## src/rtl/counter_up_pkg.sv

```systemverilog
// -----------------------------------------------------------------------------
// counter_up_pkg
// Shared defaults and parameter legality checks for the counter_up block.
//   COUNTER_UP_DEFAULT_WIDTH : default counter width in bits
//   COUNTER_UP_DEFAULT_STEP  : default increment per cycle
//   counter_up_params_ok()   : constant function, true for a legal
//                              WIDTH / MAX_COUNT / STEP combination
// -----------------------------------------------------------------------------
package counter_up_pkg;

  localparam int COUNTER_UP_DEFAULT_WIDTH = 4;
  localparam int COUNTER_UP_DEFAULT_STEP  = 1;

  function automatic bit counter_up_width_ok(input int width);
    return (width >= 2) && (width <= 32);
  endfunction

  // The terminal value must be reachable in WIDTH bits and non-zero.
  function automatic bit counter_up_max_ok(input int width, input longint max_count);
    return (max_count >= 1) && (max_count <= ((longint'(1) << width) - 1));
  endfunction

  function automatic bit counter_up_step_ok(input longint step, input longint max_count);
    return (step >= 1) && (step <= max_count);
  endfunction

  function automatic bit counter_up_params_ok(input int width, input longint max_count,
                                              input longint step);
    return counter_up_width_ok(width) &&
           counter_up_max_ok(width, max_count) &&
           counter_up_step_ok(step, max_count);
  endfunction

endpackage

```

## src/rtl/counter_up_next.sv

```systemverilog
// -----------------------------------------------------------------------------
// counter_up_next
// Purely combinational next-count computation for counter_up.
//   q       : current count
//   q_next  : count after one step, wrapped modulo MAX_COUNT+1
//   wrapped : (only with COUNTER_UP_WRAP_FLAG_EN) high when this step wraps
// The sum is formed at WIDTH+1 bits so the carry out of a full-range
// counter (MAX_COUNT = 2**WIDTH-1) takes part in the wrap decision.
// -----------------------------------------------------------------------------
module counter_up_next
  import counter_up_pkg::*;
#(
  parameter int     WIDTH     = COUNTER_UP_DEFAULT_WIDTH,
  parameter longint MAX_COUNT = (longint'(1) << WIDTH) - 1,
  parameter longint STEP      = COUNTER_UP_DEFAULT_STEP
) (
  input  logic [WIDTH-1:0] q,
  output logic [WIDTH-1:0] q_next
`ifdef COUNTER_UP_WRAP_FLAG_EN
  ,
  output logic             wrapped
`endif
);

  localparam logic [WIDTH:0] MAX_EXT  = (WIDTH+1)'(MAX_COUNT);
  localparam logic [WIDTH:0] STEP_EXT = (WIDTH+1)'(STEP);
  localparam logic [WIDTH:0] MOD_EXT  = MAX_EXT + (WIDTH+1)'(1);

  logic [WIDTH:0] sum;
  logic           wrap_cond;

  assign sum       = {1'b0, q} + STEP_EXT;
  assign wrap_cond = (sum > MAX_EXT);

  // On wrap the remainder past the terminal value carries into the new lap.
  always_comb begin
    q_next = sum[WIDTH-1:0];
    if (wrap_cond) begin
      q_next = WIDTH'(sum - MOD_EXT);
    end
  end

`ifdef COUNTER_UP_WRAP_FLAG_EN
  assign wrapped = wrap_cond;
`endif

endmodule

```

## src/rtl/counter_up.sv

```systemverilog
// -----------------------------------------------------------------------------
// counter_up
// Free-running modulo (MAX_COUNT+1) up-counter advancing by STEP every cycle.
//   clk     : clock, rising edge
//   reset_n : asynchronous reset, ACTIVE HIGH despite its name
//   q       : current count, registered
//   tc      : terminal count, high while q == MAX_COUNT (combinational)
//   wrap    : (only with COUNTER_UP_WRAP_FLAG_EN) one-cycle registered pulse
//             following an edge on which q wrapped
// Optional feature macro: COUNTER_UP_WRAP_FLAG_EN
// -----------------------------------------------------------------------------
module counter_up
  import counter_up_pkg::*;
#(
  parameter int     WIDTH     = COUNTER_UP_DEFAULT_WIDTH,
  parameter longint MAX_COUNT = (longint'(1) << WIDTH) - 1,
  parameter longint STEP      = COUNTER_UP_DEFAULT_STEP
) (
  input  logic             clk,
  input  logic             reset_n,
  output logic [WIDTH-1:0] q,
  output logic             tc
`ifdef COUNTER_UP_WRAP_FLAG_EN
  ,
  output logic             wrap
`endif
);

  localparam logic [WIDTH-1:0] MAX_Q = WIDTH'(MAX_COUNT);

  if (!counter_up_params_ok(WIDTH, MAX_COUNT, STEP)) begin : g_param_err
    $error("counter_up: illegal parameters WIDTH=%0d MAX_COUNT=%0d STEP=%0d",
           WIDTH, MAX_COUNT, STEP);
  end

  logic [WIDTH-1:0] q_next;

`ifdef COUNTER_UP_WRAP_FLAG_EN
  logic wrapped;

  counter_up_next #(
    .WIDTH     (WIDTH),
    .MAX_COUNT (MAX_COUNT),
    .STEP      (STEP)
  ) u_next (
    .q       (q),
    .q_next  (q_next),
    .wrapped (wrapped)
  );
`else
  counter_up_next #(
    .WIDTH     (WIDTH),
    .MAX_COUNT (MAX_COUNT),
    .STEP      (STEP)
  ) u_next (
    .q      (q),
    .q_next (q_next)
  );
`endif

  // ---- register stage: count (and wrap flag) ----
  always_ff @(posedge clk or posedge reset_n) begin
    if (reset_n) begin
      q <= '0;
    end else begin
      q <= q_next;
    end
  end

`ifdef COUNTER_UP_WRAP_FLAG_EN
  always_ff @(posedge clk or posedge reset_n) begin
    if (reset_n) begin
      wrap <= 1'b0;
    end else begin
      wrap <= wrapped;
    end
  end
`endif

  // q is 0 in reset and MAX_COUNT >= 1, so tc is low in reset.
  assign tc = (q == MAX_Q);

endmodule

```

## config.mk

```make
export PLATFORM = sky130hd
export DESIGN_NAME = counter_up
export DESIGN_NICKNAME = d
export VERILOG_FILES = /design/src/rtl/counter_up_pkg.sv /design/src/rtl/counter_up_next.sv /design/src/rtl/counter_up.sv
export SDC_FILE = /design/constraint.sdc
export NUM_CORES = 1
export LEC_CHECK = 0
export BUFFER_PORTS_ARGS = -buffer_cell sky130_fd_sc_hd__buf_2
export CORE_AREA = 5 5 42 44
export DETAILED_ROUTE_END_ITERATION = 10
export DIE_AREA = 0 0 47 49
export GPL_TIMING_DRIVEN = 1
export SLEW_MARGIN = 20
export SYNTH_ARGS = -nofsm -noshare
export SYNTH_HDL_FRONTEND = slang
export SYNTH_SLANG_ARGS = --single-unit
```

## constraint.sdc

```tcl
create_clock -name clk -period 0.8 [get_ports clk]
set_input_delay 0.04 -clock clk [delete_from_list [all_inputs] [get_ports clk]]
set_output_delay 0.04 -clock clk [all_outputs]
set_load 0.05 [all_outputs]
```

---- After elaboration in Yosys (flattened, before gate mapping) ----
Cells that the tools add are included.
word-level totals
  flip-flop bits (word level) ............. 4
operators by class
  add/subtract/negate cells ............... 2
  muxes and demuxes ....................... 1
  $lt $le $gt $ge ......................... 1
  equality and inequality tests ........... 1
operators with widths
  cell                                                                              number
  4-bit by 1-bit adder with 5-bit output (second input constant)                    1
  5-bit by 4-bit greater-than comparator with 1-bit output (second input constant)  1
  4-bit == test (second input constant)                                             1
  4-bit two-way mux                                                                 1
  4-bit by 1-bit subtractor with 4-bit output (second input constant)               1

---- Longest topological paths before layout ----
  depth after elaboration ................. 3
  gate-level depth with buffers ........... 2
  mapped depth without buffers ............ 2

---- Cells and area by module ----
Synthesis repeated with hierarchy kept, for this count alone.
second synthesis, totals
  cells, all modules ...................... 11
  area total of the unflattened synthesis .. 151.4 um^2
by module, submodules not included
  module           times used  cells an instance  area each (um^2)
  counter_up       1           6                  112.6
  counter_up_next  1           5                  38.8

---- Least setup slack after synthesis ----
No wires, ideal clock.
  path type ............................... register to output
  from .................................... reg q[0]
  to ...................................... out tc
  setup slack ............................. -0.493 ns
  data arrival time ....................... 1.253 ns
  stages on the path, launching flop included .. 3
  data required time ...................... 0.760 ns
  cell sequence ........................... dfrtp_1 -> ha_1 -> and3_2
between the ends
  cells in the longest elaborated chain, start to end .. 1
RTL lines
  what                      line              RTL
  start: declaration        counter_up.sv:21  output logic [WIDTH-1:0] q,
  start signal: assignment  counter_up.sv:66  q <= q_next;
  4-bit == test             counter_up.sv:81  assign tc = (q == MAX_Q);
  end: declaration          counter_up.sv:22  output logic tc
No other way between the ends.

---- Final worst setup path ----
Ends and elaborated chain as after synthesis.

==> impl_metrics.json <==
{
  "io_buffers": 6,
  "crit_fanout": 2,
  "root_buffer": "clkbuf_4",
  "required_ns": 0.76,
  "largest_reg_flops": 4,
  "rows": 14,
  "ant_nets": 0,
  "arrival_ns": 1.10,
  "viasPerCell": 3.30,
  "top_register": "q",
  "relSlewSlack_pct": 89.3,
  "drc": 0,
  "grt_max_degree": 5,
  "nets": 36,
  "drt_iter0_markers": 0,
  "cts.path.max_buffers": 2,
  "die_x_um": 47,
  "num_io_pins": 7,
  "fin_setup_tns_ns": -1.47,
  "syn_area_per_cell_um2": 14.1,
  "power_density_mw_per_mm2": 1150,
  "final.fill_count": 156,
  "grt_pass1_wl_um": 876,
  "routed_wl_um": 530,
  "fmax_mhz": 878,
  "critPathKind": "register to output port",
  "track_usage_pct": 6.29,
  "overflow": 0,
  "cts_tree": "built",
  "antenna_found_initial": 0,
  "rsz0062_at_grt": "true",
  "yosysWarnings": 0,
  "die_h_um": 49,
  "path_clk_slew_ns": 0.04,
  "area_growth_pct": 160,
  "synth_top_area_share_pct": 64.5,
  "fin_crit_sh_pct": 142,
  "place_congestion": 0.698,
  "synthDistinctLibCells": 7,
  "seq_area_frac_synth_pct": 64.5,
  "vias": 155,
  "dr.pass1.iters": 1,
  "wl_per_cell_um": 11.3,
  "fin_crit_ns": 1.14,
  "netlist_area_um2": 155,
  "status": "finished with violations",
  "biggestRegsByFlops": "q: 4 flops",
  "start_util_pct": 11.1,
  "p_leak_nw": 0.201,
  "core_mm2": 0.00140,
  "setup_viol": 7,
  "cap_violations": 0,
  "synthTopCellsByArea": "dfrtp_1 65%, ha_1 8.1%, nand3_2 6.5%",
  "htreeDepth": 1,
  "crit_path_end_kind": "output port",
  "timing.final.max_slew_violations": 0,
  "cts.sinks": 4,
  "min_path_type": "input pin to asynchronous set/reset pin",
  "p_total_mw": 0.461,
  "synth_fp_nets": 14,
  "clk_latency_ns": 0.23,
  "antenna_cells": 0,
  "tightest_slew_ns": 0.160,
  "post-synth-top-area-cell": "dfrtp_1",
  "hold_ws_ns": 0.245,
  "max-vdd-ir-drop_mv": 0.243,
  "cts_made_buffers": 3,
  "die_area_mm2": 0.00230,
  "cp-start-kind": "register",
  "finalHoldViolCount": 0,
  "syn_inst": 11,
  "violations": "setup timing",
  "setup_ws_ns": -0.339,
  "grt_pass1_vias": 203,
  "drive_above_1_share_pct": 83.9,
  "ys_ff_latch": 4,
  "skew_ns": 0.00566
}
==> cell families (layout without fill, tap and decap cells) <==
logic type	Yosys count	after routing	share of synthesized area (%)
flip-flops	4	4	64.5
XOR/XNOR	2	2	11.3
AND/OR/NAND/NOR	2	2	11.3
buffers and inverters	2	22	4.84
adder cells (fa/ha/maj)	1	1	8.06
==> layer usage <==
metal / global-route usage (%) / routed length (um)
met1: 3.78 / 130
met2: 11.5 / 350
met3: 3.32 / 49
met4: 5.53 / 0
met5: 0 / 0
==> through the flow <==
step | setup slack [ns] | utilization [%] | instance area, um2 | std cells
after floorplan | -0.235 | - | 176 | 11
after detailed placement | -0.164 | 18.3 | 256 | 37
after global routing | -0.373 | 28.7 | 403 | 47
final | -0.339 | 28.7 | 403 | 47
after global placement | -0.161 | 18.3 | 256 | 37
after CTS | -0.348 | 28.5 | 399 | 47
==> report_power, final <==
| part | switching (mW) | total [mW] | internal [mW] | leakage [nW] |
|---|---|---|---|---|
| Sequential | 0 | 0.203 | 0.203 | 0.0465 |
| Clock | 0.0799 | 0.248 | 0.168 | 0.0138 |
| Combinational | 0.00524 | 0.0105 | 0.00526 | 0.140 |
==> final timing paths <==
path / start / endpoint / slack, ns / cells past startpoint
max in group asynchronous: reset_n / q[3] / 0.38 / 3
min in group clk: q[0] / q[1] / 0.53 / 1
setup reg to reg: q[0] / q[2] / -0.16 / 3
hold / removal: reset_n / q[0] / 0.24 / 3
hold reg to reg: q[0] / q[1] / 0.53 / 1
setup / recovery: q[0] / tc / -0.34 / 3
==> layout by cell type (no fill, tap or decap), drive strengths merged <==
cell         synthesis  final
and3                 1      1
buf                  0     16
clkbuf               0      3
dfrtp                4      4
dlygate4sd3          0      1
ha                   1      1
inv                  2      2
nand3                1      1
xnor2                1      1
xor2                 1      1
==> what timing repair did <==
item	in CTS	in global routing
setup endpoints to repair	7	8
gates resized for setup	19	2
pin swaps	4	1
gates cloned	0	0
setup buffers	6	1
endpoints found under the hold margin	4	0
hold buffers	1	0
==> layout make-up <==
| cell class | count | area, um2 | share of cell area [%] |
|---|---|---|---|
| Clock buffer | 3 | 22.5 | 5.59 |
| Inverter | 2 | 7.51 | 1.86 |
| Multi-Input combinational cell | 5 | 63.8 | 15.8 |
| Sequential cell | 4 | 105 | 26.1 |
| Tap cell | 16 | 20.0 | 4.97 |
| Timing Repair Buffer | 17 | 184 | 45.7 |
==> synth_stat cells <==
master,number
ha_1,1
and3_2,1
dfrtp_1,4
xor2_1,1
inv_1,2
xnor2_1,1
nand3_2,1
==> worst max-delay path, cell delays in order (launching register included) <==
cell and delay, ns:
dfrtp_2 0.41, ha_4 0.16, and3_4 0.15, buf_8 0.14
(Power assumes the default switching activity.)
